### config.mk
export PLATFORM = sky130hd
export DESIGN_NAME = exp_irq_ctrl
export DESIGN_NICKNAME = d
export VERILOG_FILES = /design/src/rtl/exp_irq_ctrl.sv
export SDC_FILE = /design/constraint.sdc
export NUM_CORES = 1
export LEC_CHECK = 0
export BUFFER_PORTS_ARGS = -buffer_cell sky130_fd_sc_hd__buf_2
export CELL_PAD_IN_SITES_DETAIL_PLACEMENT = 0
export CELL_PAD_IN_SITES_GLOBAL_PLACEMENT = 1
export CORE_UTILIZATION = 39
export CTS_BUF_LIST = sky130_fd_sc_hd__clkbuf_2
export DETAILED_ROUTE_END_ITERATION = 12
export GPL_TIMING_DRIVEN = 1
export MAX_ROUTING_LAYER = met4
export PLACE_DENSITY_LB_ADDON = 0.1
export SETUP_SLACK_MARGIN = 0.5
export SLEW_MARGIN = 40
export SYNTH_ARGS = -nofsm -noshare
export SYNTH_HDL_FRONTEND = slang
export SYNTH_SLANG_ARGS = --single-unit
### constraint.sdc
create_clock -name clk -period 2.1 [get_ports clk]
set_clock_uncertainty 0.2 [all_clocks]
set_input_delay 0.42 -clock clk [delete_from_list [all_inputs] [get_ports clk]]
set_output_delay 0.42 -clock clk [all_outputs]
set_load 0.01 [all_outputs]
### src/rtl/exp_irq_ctrl.sv
// Exception/interrupt request controller ahead of CP0. It captures rising edges
// into pending bits, applies a software mask, and issues a fixed-priority take and vector.
module exp_irq_ctrl #(
   parameter int unsigned N        = 3,
   parameter int unsigned CW       = 2,
   parameter logic [31:0] VEC_BASE = 32'h0000_0040
) (
   input  logic          clk,
   input  logic          rst,
   input  logic [N-1:0]  src_in,
   input  logic          mask_we,
   input  logic [N-1:0]  mask_din,
   input  logic [31:0]   pc_cur,
   input  logic          eret,
   output logic          exp_take,
   output logic [31:0]   vec_pc,
   output logic [31:0]   epc_out,
   output logic [CW-1:0] cause,
   output logic          in_service,
   output logic [N-1:0]  pending,
   output logic [N-1:0]  mask
);

   typedef enum logic [1:0] {IDLE, TAKE, SERVICE} state_t;

   state_t        state;
   logic [N-1:0]  src_q;
   logic [N-1:0]  rise;
   logic [N-1:0]  eligible;
   logic [N-1:0]  clr;
   logic [CW-1:0] sel;
   logic          found;

   // Only IDLE arbitrates, so clr is nonzero exactly on an IDLE->TAKE edge.
   always_comb begin
      rise     = src_in & ~src_q;
      eligible = pending & ~mask;
      sel      = '0;
      clr      = '0;
      found    = 1'b0;
      if (state == IDLE) begin
         for (int unsigned i = 0; i < N; i++) begin
            if (eligible[i] && !found) begin
               found  = 1'b1;
               sel    = CW'(i);
               clr[i] = 1'b1;
            end
         end
      end
   end

   assign vec_pc = VEC_BASE + 32'({cause, 2'b00});

   // Set beats clear: a new rise on the source being taken keeps it pending.
   always_ff @(posedge clk) begin
      if (rst) begin
         state      <= IDLE;
         pending    <= '0;
         mask       <= '0;
         src_q      <= '0;
         cause      <= '0;
         epc_out    <= '0;
         exp_take   <= 1'b0;
         in_service <= 1'b0;
      end else begin
         src_q    <= src_in;
         pending  <= (pending & ~clr) | rise;
         exp_take <= 1'b0;
         if (mask_we)
            mask <= mask_din;
         case (state)
            IDLE: begin
               if (found) begin
                  state      <= TAKE;
                  cause      <= sel;
                  epc_out    <= pc_cur;
                  exp_take   <= 1'b1;
                  in_service <= 1'b1;
               end
            end
            TAKE: begin
               state <= SERVICE;
            end
            SERVICE: begin
               if (eret) begin
                  state      <= IDLE;
                  in_service <= 1'b0;
               end
            end
            default: begin
               state      <= IDLE;
               in_service <= 1'b0;
            end
         endcase
      end
   end

endmodule

==> Yosys cells after proc, flatten, opt, wreduce, memory -nomap -nowiden <==
Cells that the tools add are included.
{ "totals": {"input_bits": 42, "out_inout_bits": 74, "ff_bits": 47, "elab_cells": 49} }
{ "classes": {"n_mux": 18, "add_sub_neg": 1, "bitwise_logic": 9, "n_reduce_logical": 9, "n_eq_ne": 4} }
{ "ops": {"columns": ["operator", "count"], "rows": [
  ["two-way mux 1 bit", 12],
  ["AND 3 bit", 3],
  ["inverter 3 bit", 3],
  ["adder 7 x 4 -> 8 bit (first input constant)", 1],
  ["two-way mux 2 bit", 3],
  ["one-hot mux 2 bit (3 select lines)", 1],
  ["inequality test 2 bit (second input constant)", 2],
  ["AND reduction 2 bit", 2],
  ["two-way mux 3 bit", 1],
  ["OR 3 bit", 1],
  ["one-hot mux 1 bit (3 select lines)", 1],
  ["AND reduction 3 bit", 1],
  ["== test 2 x 1 -> 1 bit (second input constant)", 1],
  ["== test 2 bit (second input constant)", 1],
  ["logical AND 1 bit", 2],
  ["logical NOT 1 bit", 2],
  ["logical NOT 2 bit", 1],
  ["inverter 1 bit", 2],
  ["OR reduction 2 bit", 1]
]} }

==> Depth between registers and ports, before layout <==
Gate-level depths: netlist of the first run.
{ "depth": {"word_depth": 15, "mapped_depth": 6} }

==> Least setup slack after synthesis of the first run <==
OpenSTA, ideal clock, no wires.
{ "synth_timing": {"path_type": "input port to flip-flop", "from": "input port rst", "to": "register epc_out[3]", "path_stages": 5, "t_required_ns": 1.838, "t_arrival_ns": 1.210, "setup_ns": 0.062, "n_path_buf": 2, "slack_ns": 0.628, "cell_sequence": "buf_2 > buf_2 > nor4b_1 > a22oi_1 > nand3_1"} }
{ "synth_lines": {"columns": ["element", "line", "source"], "rows": [
  ["start: declaration", "9", "input logic rst,"],
  ["end signal: assignment", "76", "epc_out <= pc_cur;"],
  ["end: declaration", "17", "output logic [31:0] epc_out,"]
]} }

==> Final worst setup path of the first run <==
{ "layout_timing": {"from": "register epc_out[0]", "to": "output port epc_out[0]"} }
No word-level cell between the ends.

==> results of run 1 <==
per-layer routing:
metal / part of all wire [%] / up-vias / wire [um] / global-route usage (%)
li1: - / 1424 / - / -
met1: 46 / 1412 / 4000 / 29.8
met2: 47 / 118 / 4010 / 36.1
met3: 5.8 / 7 / 501 / 3.45
met4: 1.1 / 0 / 94 / 5.57
met5: 0 / - / 0 / -
what timing repair did:
action / in CTS / in global routing
gates resized for setup: 49 / 71
buffers inserted: 6 / 2
hold buffers: 6 / 0
endpoints found under the setup margin: 44 / 78
hold endpoints to repair: 8 / 0
flip-flops by register name, summed over array words and instances, names as in the netlist:
signal / flops
cause: 2
epc_out: 32
exp_take: 1
in_service: 1
mask: 3
pending: 3
src_q: 3
state: 2
worst register-to-register path, stage by stage, from the launching register on:
cell and delay (ns):
dfxtp_2 0.44, buf_4 0.21, nor4b_1 0.43, a22oi_1 0.16, nand3_1 0.10
through the flow:
stage                     power, mW  instances  hold slack (ns)  setup WS (ns)  instance area [um2]
after floorplan                1.68        389            0.246          0.628                 3030
after global placement         1.90        517            0.256          0.460                 3270
after detailed placement       1.90        517            0.269          0.468                 3270
after CTS                      2.66        537           0.0303          0.462                 3620
after global routing           2.96        539           0.0473          0.429                 3980
final                          2.80        539           0.0713          0.510                 3980
layout by cell type, fill, tap and decap left out:
| master | synthesis | layout |
|---|---|---|
| nor4b_2 | 0 | 27 |
| clkbuf_2 | 1 | 5 |
| nand2b_1 | 5 | 5 |
| dfxtp_2 | 0 | 40 |
| buf_12 | 0 | 1 |
| o211ai_1 | 1 | 1 |
| inv_1 | 3 | 3 |
| nand4_1 | 36 | 36 |
| dfxtp_4 | 0 | 3 |
| buf_2 | 12 | 46 |
| buf_6 | 6 | 42 |
| or2_1 | 1 | 1 |
| buf_4 | 35 | 23 |
| nor4b_1 | 32 | 5 |
| o31ai_1 | 2 | 1 |
| dlygate4sd3_1 | 0 | 6 |
| nor2_2 | 0 | 1 |
| a32o_1 | 1 | 1 |
| nand3_1 | 33 | 33 |
| clkinvlp_4 | 0 | 1 |
| bufinv_16 | 0 | 2 |
| o21ai_0 | 34 | 31 |
| o21ai_1 | 0 | 3 |
| a22oi_1 | 32 | 32 |
| dfxtp_1 | 47 | 4 |
| nor2b_2 | 0 | 2 |
| mux2i_1 | 4 | 4 |
| nor2b_1 | 39 | 37 |
| nand2_1 | 2 | 2 |
| a21oi_1 | 3 | 3 |
| conb_1 | 2 | 30 |
| and2b_1 | 1 | 1 |
| nor2_1 | 8 | 7 |
| o31ai_2 | 0 | 1 |
cell families after synthesis:
| group | share of synthesized area [%] |
|---|---|
| flip-flops | 32.1 |
| multiplexers | 1.37 |
| AND/OR/NAND/NOR | 34.0 |
| buffers and inverters | 16.6 |
| AO/OA/AOI/OAI | 15.6 |
| other | 0.256 |
area by class of cell:
type,count,area (um2)
multi-input cells,264,1790
clock inverters,3,67.6
flip-flops and latches,47,1000
inverters,3,11.3
clock buffers,5,25.0
repair buffers,118,956
fillers,716,3280
well taps,99,124
power breakdown:
part,internal [mW],switching (mW),total (mW),leakage (nW)
clock,0.319,0.332,0.650,0.0492
sequential,1.05,0.0979,1.14,0.404
combinational,0.492,0.513,1.00,1.20
total,1.86,0.943,2.80,1.66
worst paths after layout:
path	to	slack [ns]	cells past startpoint
max reg2reg	epc_out[26]	0.52	4
min	state[1]	0.07	4
max	epc_out[0]	0.51	1
min reg2reg	pending[0]	0.29	2
==> impl_metrics.toml, run 1 <==
[clock_tree]
cts_tree = "built"
clkSlewWorstSetupHoldPaths_ns = 0.28
cts_buffers = 5
clkLatencyLatePin_ns = 0.43
cts-root-buf = "clkbuf_2"
cts_sinks = 47
h-tree-depth = 2
cts.path.max_buffers = 2

[grt]
grt_first_pass_wirelength_mm = 13.5
grt_usage_pct = 22.6
grt_pass1_vias = 2748
grt_max_degree = 59
gr-total-overflow = 0
antenna_found_initial = 0

[worst_setup_path]
startpoint = "epc_out[0]"
cp.arrival_ns = 0.97
critPathBufInv = 1
crit_path_max_fanout = 2
critical_path.slowest_cell = "dfxtp_2"
path_class = "flip-flop to output port"
max_stage_delay_ns = 0.42
crit_path_end_kind = "output port"
start_kind = "flip-flop"
crit_chain = "buf_6"
required_ns = 1.48
path_delay_family = "flip-flops"
rr_startpoint = "state[0]"

[synthesis]
yosysTopAreaCell = "dfxtp_1"
ys_seq_area_share_pct = 32.1
async_flop_share_pct = 0
synth_commonest_cells = "dfxtp_1 (47), nor2b_1 (39), nand4_1 (36)"
avgSynthCellArea_um2 = 8.11
syn_area_mm2 = 0.00293
yosysTopAreaCellShare_pct = 32.1
syn_inst = 361
synth_cell_type_count = 25
synthFlopType = "dfxtp_1"
yosysMostFrequentCell = "dfxtp_1"
ys_warn_count = 0
synthTopCellsByArea = "dfxtp_1 (32%), nor4b_1 (9.6%), buf_4 (9.0%)"
synth-edff-count = 0
synth_seq_cells = 47

[power]
vdd_drop_max_uv = 292
power_density_mw_per_mm2 = 704
p_leak_nw = 1.66

[route]
wl_per_cell_um = 16.0
drc = 0
drt_wl_total_mm = 8.60
vias = 2961
firstDrtPassIters = 4
drtAntennaViolNets = 0
first_iter_violations = 162
viasPerCell = 5.49

[job]
cap_violations = 0

[timing]
post-route-min-period_ns = 1.59
tns_ns = 0
max_freq_ghz = 0.629
setup_violations = 0
rsz0062_at_grt = "yes"
drv_slew = 0
min_period_over_period_pct = 75.7
hold_viol = 0

[placement]
io_buffers = 85
gp_congestion = 0.746
hpwlAfterDp_mm = 5.20

[min_path]
min_from = "eret"
hp-class = "primary input to flip-flop"

[status]
outcome = "completed"

[layout]
fin_util_pct = 54.8
diodes = 0
syn2layout_area_growth_pct = 35.7
nets = 481
layout-drive-gt1-share_pct = 44.1

[die]
pin_count = 116
fp.dieH_um = 88.7
start_util_pct = 40.4
core_mm2 = 0.00725
dieArea_mm2 = 0.00786
die_width_um = 88.7
num_rows = 31
(Power assumes the default switching activity.)
==> inputs of run 2 (changes only) <==
--- a/config.mk
+++ b/config.mk
@@ -5,10 +5,11 @@
 export SDC_FILE = /design/constraint.sdc
 export NUM_CORES = 1
 export LEC_CHECK = 0
+export ABC_AREA = 1
 export BUFFER_PORTS_ARGS = -buffer_cell sky130_fd_sc_hd__buf_2
 export CELL_PAD_IN_SITES_DETAIL_PLACEMENT = 0
 export CELL_PAD_IN_SITES_GLOBAL_PLACEMENT = 1
-export CORE_UTILIZATION = 39
+export CORE_UTILIZATION = 29
 export CTS_BUF_LIST = sky130_fd_sc_hd__clkbuf_2
 export DETAILED_ROUTE_END_ITERATION = 12
 export GPL_TIMING_DRIVEN = 1
==> constraint.sdc (replaced) <==
create_clock -name clk -period 1.3 [get_ports clk]
set_clock_uncertainty 0.2 [all_clocks]
set_input_delay 0.26 -clock clk [delete_from_list [all_inputs] [get_ports clk]]
set_output_delay 0.26 -clock clk [all_outputs]
set_load 0.01 [all_outputs]
==> run 2 against run 1 <==
Against the previous run: the flow now finishes with violations (hold timing, setup timing); first-iteration DRC count shrank 83%; core utilization fell by 2.6 points; die area is 0.77% lower; cell count down 7.2%; synthesized cell count is 25% lower; sequential cell count unchanged; critical path type is now flip-flop to flip-flop; largest cell class is now buffers.
==> impl_metrics.toml, run 2 <==
[worst_setup_path]
r2r_slack_ns = -0.24
crit_path_end_kind = "flip-flop"
path_class = "flip-flop to flip-flop"
start_kind = "flip-flop"
r2r_end = "epc_out[27]"
crit_path_max_fanout = 6
ff2ff_path_depth = 9
rr_startpoint = "pending[1]"
cp.arrival_ns = 1.67
required_ns = 1.43

[clock_tree]
clkSlewWorstSetupHoldPaths_ns = 0.25
cts_buffers = 5
cts_tree = "built"
cts-root-buf = "clkbuf_2"
h-tree-depth = 2
clkLatencyLatePin_ns = 0.42
cts.path.max_buffers = 2
cts_sinks = 47

[grt]
grt_max_degree = 27
gr-total-overflow = 0
grt_first_pass_wirelength_mm = 8.67
grt_usage_pct = 15.0
grt_pass1_vias = 1835
antenna_found_initial = 0

[placement]
post-place-ws_ns = -0.0192
io_buffers = 85
hpwlAfterDp_mm = 3.46
gp_congestion = 0.704

[layout]
multi_input_area_mm2 = 0.00116
ff_latch_area_mm2 = 0.00101
layout-drive-gt1-share_pct = 60.6
largest_reg_flops = 32
diodes = 0
syn2layout_area_growth_pct = 74.3
nets = 442
mostFrequentLayoutCell = "buf_6"
top_register = "epc_out"
final_cell_mix = "buf_6 (53), buf_2 (42), nor2_1 (39)"
n_fill_cell = 735

[timing]
holdWs_ns = -0.186
tns_ns = -9.70
hold_viol = 47
max_freq_ghz = 0.649
setup_violations = 81
min_period_over_period_pct = 119
post-route-min-period_ns = 1.54
rsz0062_at_grt = "yes"
drv_slew = 0
fin_ws_ns = -0.241

[power]
power_density_mw_per_mm2 = 1350
switching_share_pct = 32.8
power_frac_comb_pct = 47.0
power_frac_seq_pct = 37.1
p_leak_nw = 1.81
power.switching_mw = 1.67
clkPwrFrac_pct = 15.9
vdd_drop_max_uv = 429
p_int_mw = 3.41

[route]
firstDrtPassIters = 4
vias = 2028
drc = 0
drt_wl_total_mm = 5.89
viasPerCell = 4.06
wl_per_cell_um = 11.8
first_iter_violations = 28
drtAntennaViolNets = 0

[synthesis]
synth_cell_type_count = 22
ys_warn_count = 0
ys_seq_area_share_pct = 43.5
yosysTopAreaCellShare_pct = 43.5
synthFlopType = "dfxtp_1"
synth_commonest_cells = "nor2_1 (62), dfxtp_1 (47), nand2_1 (43)"
syn_inst = 272
synthTopCellsByArea = "dfxtp_1 (44%), buf_4 (12%), nand3b_1 (11%)"
syn_area_mm2 = 0.00216
async_flop_share_pct = 0
yosysMostFrequentCell = "nor2_1"
yosysTopAreaCell = "dfxtp_1"
synth-edff-count = 0
synth_seq_cells = 47
avgSynthCellArea_um2 = 7.94

[min_path]
whs_path_depth = 3
min_from = "src_in[1]"
min_to = "src_q[1]"
hp-class = "primary input to flip-flop"

[die]
start_util_pct = 30.0
pin_count = 116
dieArea_mm2 = 0.00780
fp.dieH_um = 88.3
core_mm2 = 0.00721
num_rows = 31
die_width_um = 88.3

[job]
cap_violations = 0

[status]
violations = "hold timing, setup timing"
outcome = "finished with violations"
## run 2: how the worst max path moves through the flow
stage                          start          end  slack, ns  cells past startpoint
after floorplan              mask[0]  epc_out[11]       0.03                      8
after global placement       mask[2]  epc_out[20]      -0.02                      8
after detailed placement     mask[2]  epc_out[20]      -0.02                      8
after CTS                 pending[1]   pending[1]      -0.24                      2
after global routing      pending[1]  epc_out[28]      -0.30                      9
final                     pending[1]  epc_out[27]      -0.24                      9
## run 2: worst max-delay path, cell delays in order, from the launching register on
cell and delay, ns:
dfxtp_4 0.40, buf_4 0.13, nand2_4 0.07, nand3_4 0.07, buf_6 0.13, nand2_8 0.08, inv_8 0.06, clkbuf_16 0.16
nor2_2 0.08, nor2_1 0.05
## run 2: per-stage QoR
stage | power [mW] | instances | instance area, um2 | hold slack, ns | utilization [%]
6_report | 5.08 | 500 | 3770 | -0.186 | 52.2
5_1_grt | 5.43 | 500 | 3770 | -0.236 | 52.2
4_1_cts | 4.72 | 481 | 3420 | -0.214 | 47.4
3_5_place_dp | 3.17 | 453 | 2700 | 0.213 | 37.5
3_3_place_gp | 3.17 | 453 | 2700 | 0.191 | 37.5
2_1_floorplan | 2.73 | 300 | 2330 | 0.159 | -
## run 2: area by class of cell
cell class / instances / area share, %
Clock buffer: 7 / 0.930
Sequential cell: 47 / 26.9
Multi-Input combinational cell: 197 / 30.8
Timing Repair Buffer: 139 / 36.0
Tap cell: 99 / 3.29
Clock inverter: 1 / 0.797
Inverter: 10 / 1.26
## run 2: power groups by stage
stage	Clock (mW)	Sequential, mW	Combinational [mW]
finish	0.806	1.88	2.39
global route	0.926	1.91	2.59
CTS	0.851	1.88	1.99
detailed placement	0	1.83	1.34
global placement	0	1.83	1.34
floorplan	0	1.93	0.799
## run 2: kinds of logic after synthesis
group,count (synthesis),synth area share [%]
flip-flops,47,43.5
AO/OA/AOI/OAI,12,2.78
buffers and inverters,56,17.5
AND/OR/NAND/NOR,155,35.8
other,2,0.348
## run 2: timing repair
| action | 4_1_cts | 5_1_grt |
|---|---|---|
| pin swaps | 8 | 5 |
| setup buffers | 17 | 14 |
| endpoints found under the setup margin | 88 | 88 |
| endpoints found under the hold margin | 47 | 47 |
| gates resized for setup | 115 | 36 |
| gates cloned | 3 | 5 |
## run 2: routing by layer
metal	wire, um	vias up	track usage, %
met4	76	0	4.40
met1	2590	912	17.4
li1	-	1044	-
met3	365	7	4.48
met2	2860	65	25.0
met5	0	-	-
==> inputs of run 3 (changes only) <==
--- a/config.mk
+++ b/config.mk
@@ -9,7 +9,7 @@
 export BUFFER_PORTS_ARGS = -buffer_cell sky130_fd_sc_hd__buf_2
 export CELL_PAD_IN_SITES_DETAIL_PLACEMENT = 0
 export CELL_PAD_IN_SITES_GLOBAL_PLACEMENT = 1
-export CORE_UTILIZATION = 29
+export CORE_UTILIZATION = 32
 export CTS_BUF_LIST = sky130_fd_sc_hd__clkbuf_2
 export DETAILED_ROUTE_END_ITERATION = 12
 export GPL_TIMING_DRIVEN = 1
==> constraint.sdc (replaced) <==
create_clock -name clk -period 1.8 [get_ports clk]
set_clock_uncertainty 0.2 [all_clocks]
set_input_delay 0.36 -clock clk [delete_from_list [all_inputs] [get_ports clk]]
set_output_delay 0.36 -clock clk [all_outputs]
set_load 0.01 [all_outputs]
==> run 3 against run 2 <==
Against the previous run: the run ends with DRC left; register-to-register slack better by 0.52 ns; wire length decreased by 7.6%; global-route usage rose by 0.91 points; critical path type unchanged.
==> impl_metrics.toml, run 3 (synthesized netlist as in run 2, its figures left out) <==
[status]
outcome = "finished with violations"
violations = "DRC"

[timing]
setup_violations = 0
drv_slew = 0
min_period_over_period_pct = 84.3
max_freq_ghz = 0.659
rsz0062_at_grt = "yes"
hold_viol = 0
tns_ns = 0
fin_ws_ns = 0.282
post-route-min-period_ns = 1.52

[clock_tree]
cts-root-buf = "clkbuf_2"
cts_tree = "built"
cts.path.max_buffers = 2
cts_sinks = 47
clkSlewWorstSetupHoldPaths_ns = 0.24
h-tree-depth = 2
clkLatencyLatePin_ns = 0.41
cts_buffers = 5

[die]
dieArea_mm2 = 0.00709
fp.dieH_um = 84.2
pin_count = 116
core_mm2 = 0.00642
start_util_pct = 33.6
die_width_um = 84.2
num_rows = 29

[placement]
placed_area_mm2 = 0.00249
post-place-ws_ns = 0.210
dp.cells = 419
io_buffers = 85
hpwlAfterDp_mm = 3.28
gp_congestion = 0.658

[power]
switching_share_pct = 34.6
p_leak_nw = 1.71
power.switching_mw = 1.13
clkPwrFrac_pct = 13.2
power_density_mw_per_mm2 = 938
finalPower_mw = 3.26
power_frac_seq_pct = 41.6
vdd_drop_max_uv = 440
power_frac_comb_pct = 45.1
p_int_mw = 2.14

[worst_setup_path]
path_delay_family = "simple AND/OR/NAND/NOR gates"
path_class = "flip-flop to flip-flop"
r2r_slack_ns = 0.28
required_ns = 1.92
rr_startpoint = "pending[2]"
critical_path.slowest_cell = "dfxtp_4"
ff2ff_path_depth = 8
r2r_end = "epc_out[15]"
crit_chain = "buf_6 -> nand2_4 -> nand3_4 -> nand2_8 -> buf_12 -> inv_12 -> nor2_2 -> nor2_1"
max_stage_delay_ns = 0.41
critPathBufInv = 3
crit_path_max_fanout = 8
crit_path_end_kind = "flip-flop"
cp.arrival_ns = 1.64
start_kind = "flip-flop"

[layout]
diodes = 0
syn2layout_area_growth_pct = 61.0
nets = 436
final_cell_mix = "buf_6 (45), nand2_1 (42), nor2_1 (41), buf_2 (41), dfxtp_2 (40)"
layout-drive-gt1-share_pct = 55.2
largest_reg_flops = 32
top_register = "epc_out"
final_cell_count_no_fill = 472
design_area_mm2 = 0.00348
mostFrequentLayoutCell = "buf_6"
n_fill_cell = 623

[route]
drtAntennaViolNets = 0
vias = 1978
drc = 16
first_iter_violations = 55
viasPerCell = 4.19
firstDrtPassIters = 8
drt_wl_total_mm = 5.44
wl_per_cell_um = 11.5

[min_path]
hp-class = "primary input to flip-flop"
whs_path_depth = 3
min_from = "mask_we"
min_to = "mask[1]"

[grt]
grt_pass1_vias = 1733
gr-total-overflow = 0
grt_usage_pct = 15.9
grt_first_pass_wirelength_mm = 8.47
antenna_found_initial = 0
grt_max_degree = 35

[job]
cap_violations = 0
-- run 3: worst max path at each step --
stage | cells past startpoint | slack, ns | end | start
final | 8 | 0.28 | epc_out[15] | pending[2]
after global routing | 8 | 0.23 | epc_out[27] | pending[2]
after CTS | 1 | 0.27 | vec_pc[3] | cause[1]
after detailed placement | 6 | 0.21 | epc_out[14] | pending[0]
after global placement | 6 | 0.26 | epc_out[28] | pending[0]
after floorplan | 8 | 0.50 | epc_out[11] | mask[2]
-- run 3: power by group through the flow --
stage | combinational (mW) | clock [mW] | sequential, mW
detailed placement | 0.826 | 0 | 1.32
CTS | 1.24 | 0.464 | 1.35
global route | 1.61 | 0.501 | 1.38
global placement | 0.823 | 0 | 1.31
finish | 1.47 | 0.433 | 1.36
floorplan | 0.561 | 0 | 1.39
-- run 3: timing repair --
| item | CTS | global route |
|---|---|---|
| setup endpoints to repair | 79 | 82 |
| hold endpoints to repair | 13 | 2 |
| pin swaps | 3 | 4 |
| gates cloned | 4 | 0 |
| hold buffers | 7 | 2 |
| setup buffers | 18 | 14 |
| resized for setup | 99 | 45 |
-- run 3: cell type report --
type,count,area [um2],area share (%)
timing repair inverter,3,43.8,1.26
multi-input combinational,197,1080,31.0
tap,77,96.3,2.77
clock inverter,1,5.00,0.144
sequential,47,1010,28.9
clock buffer,7,35.0,1.01
timing repair buffer,130,1160,33.5
inverter,10,50.0,1.44
-- run 3: metrics by stage --
stage	util, %	hold slack [ns]
floorplan	-	0.199
global placement	38.8	0.205
detailed placement	38.8	0.212
CTS	49.3	0.00100
global route	54.2	0.00797
finish	54.2	0.0280
-- run 3: worst reg2reg max path: stages, from the launching register on --
cell	delay [ns]
dfxtp_4	0.41
buf_6	0.12
nand2_4	0.07
nand3_4	0.17
nand2_8	0.15
buf_12	0.13
inv_12	0.05
nor2_2	0.08
nor2_1	0.05
-- run 3: per-layer routing --
layer  up-vias  wire, um  track usage (%)
met2        63      2550             25.1
met5         -         0                -
met3         6       288             4.03
met1       876      2530             20.1
li1       1033         -                -
met4         0        68             4.70
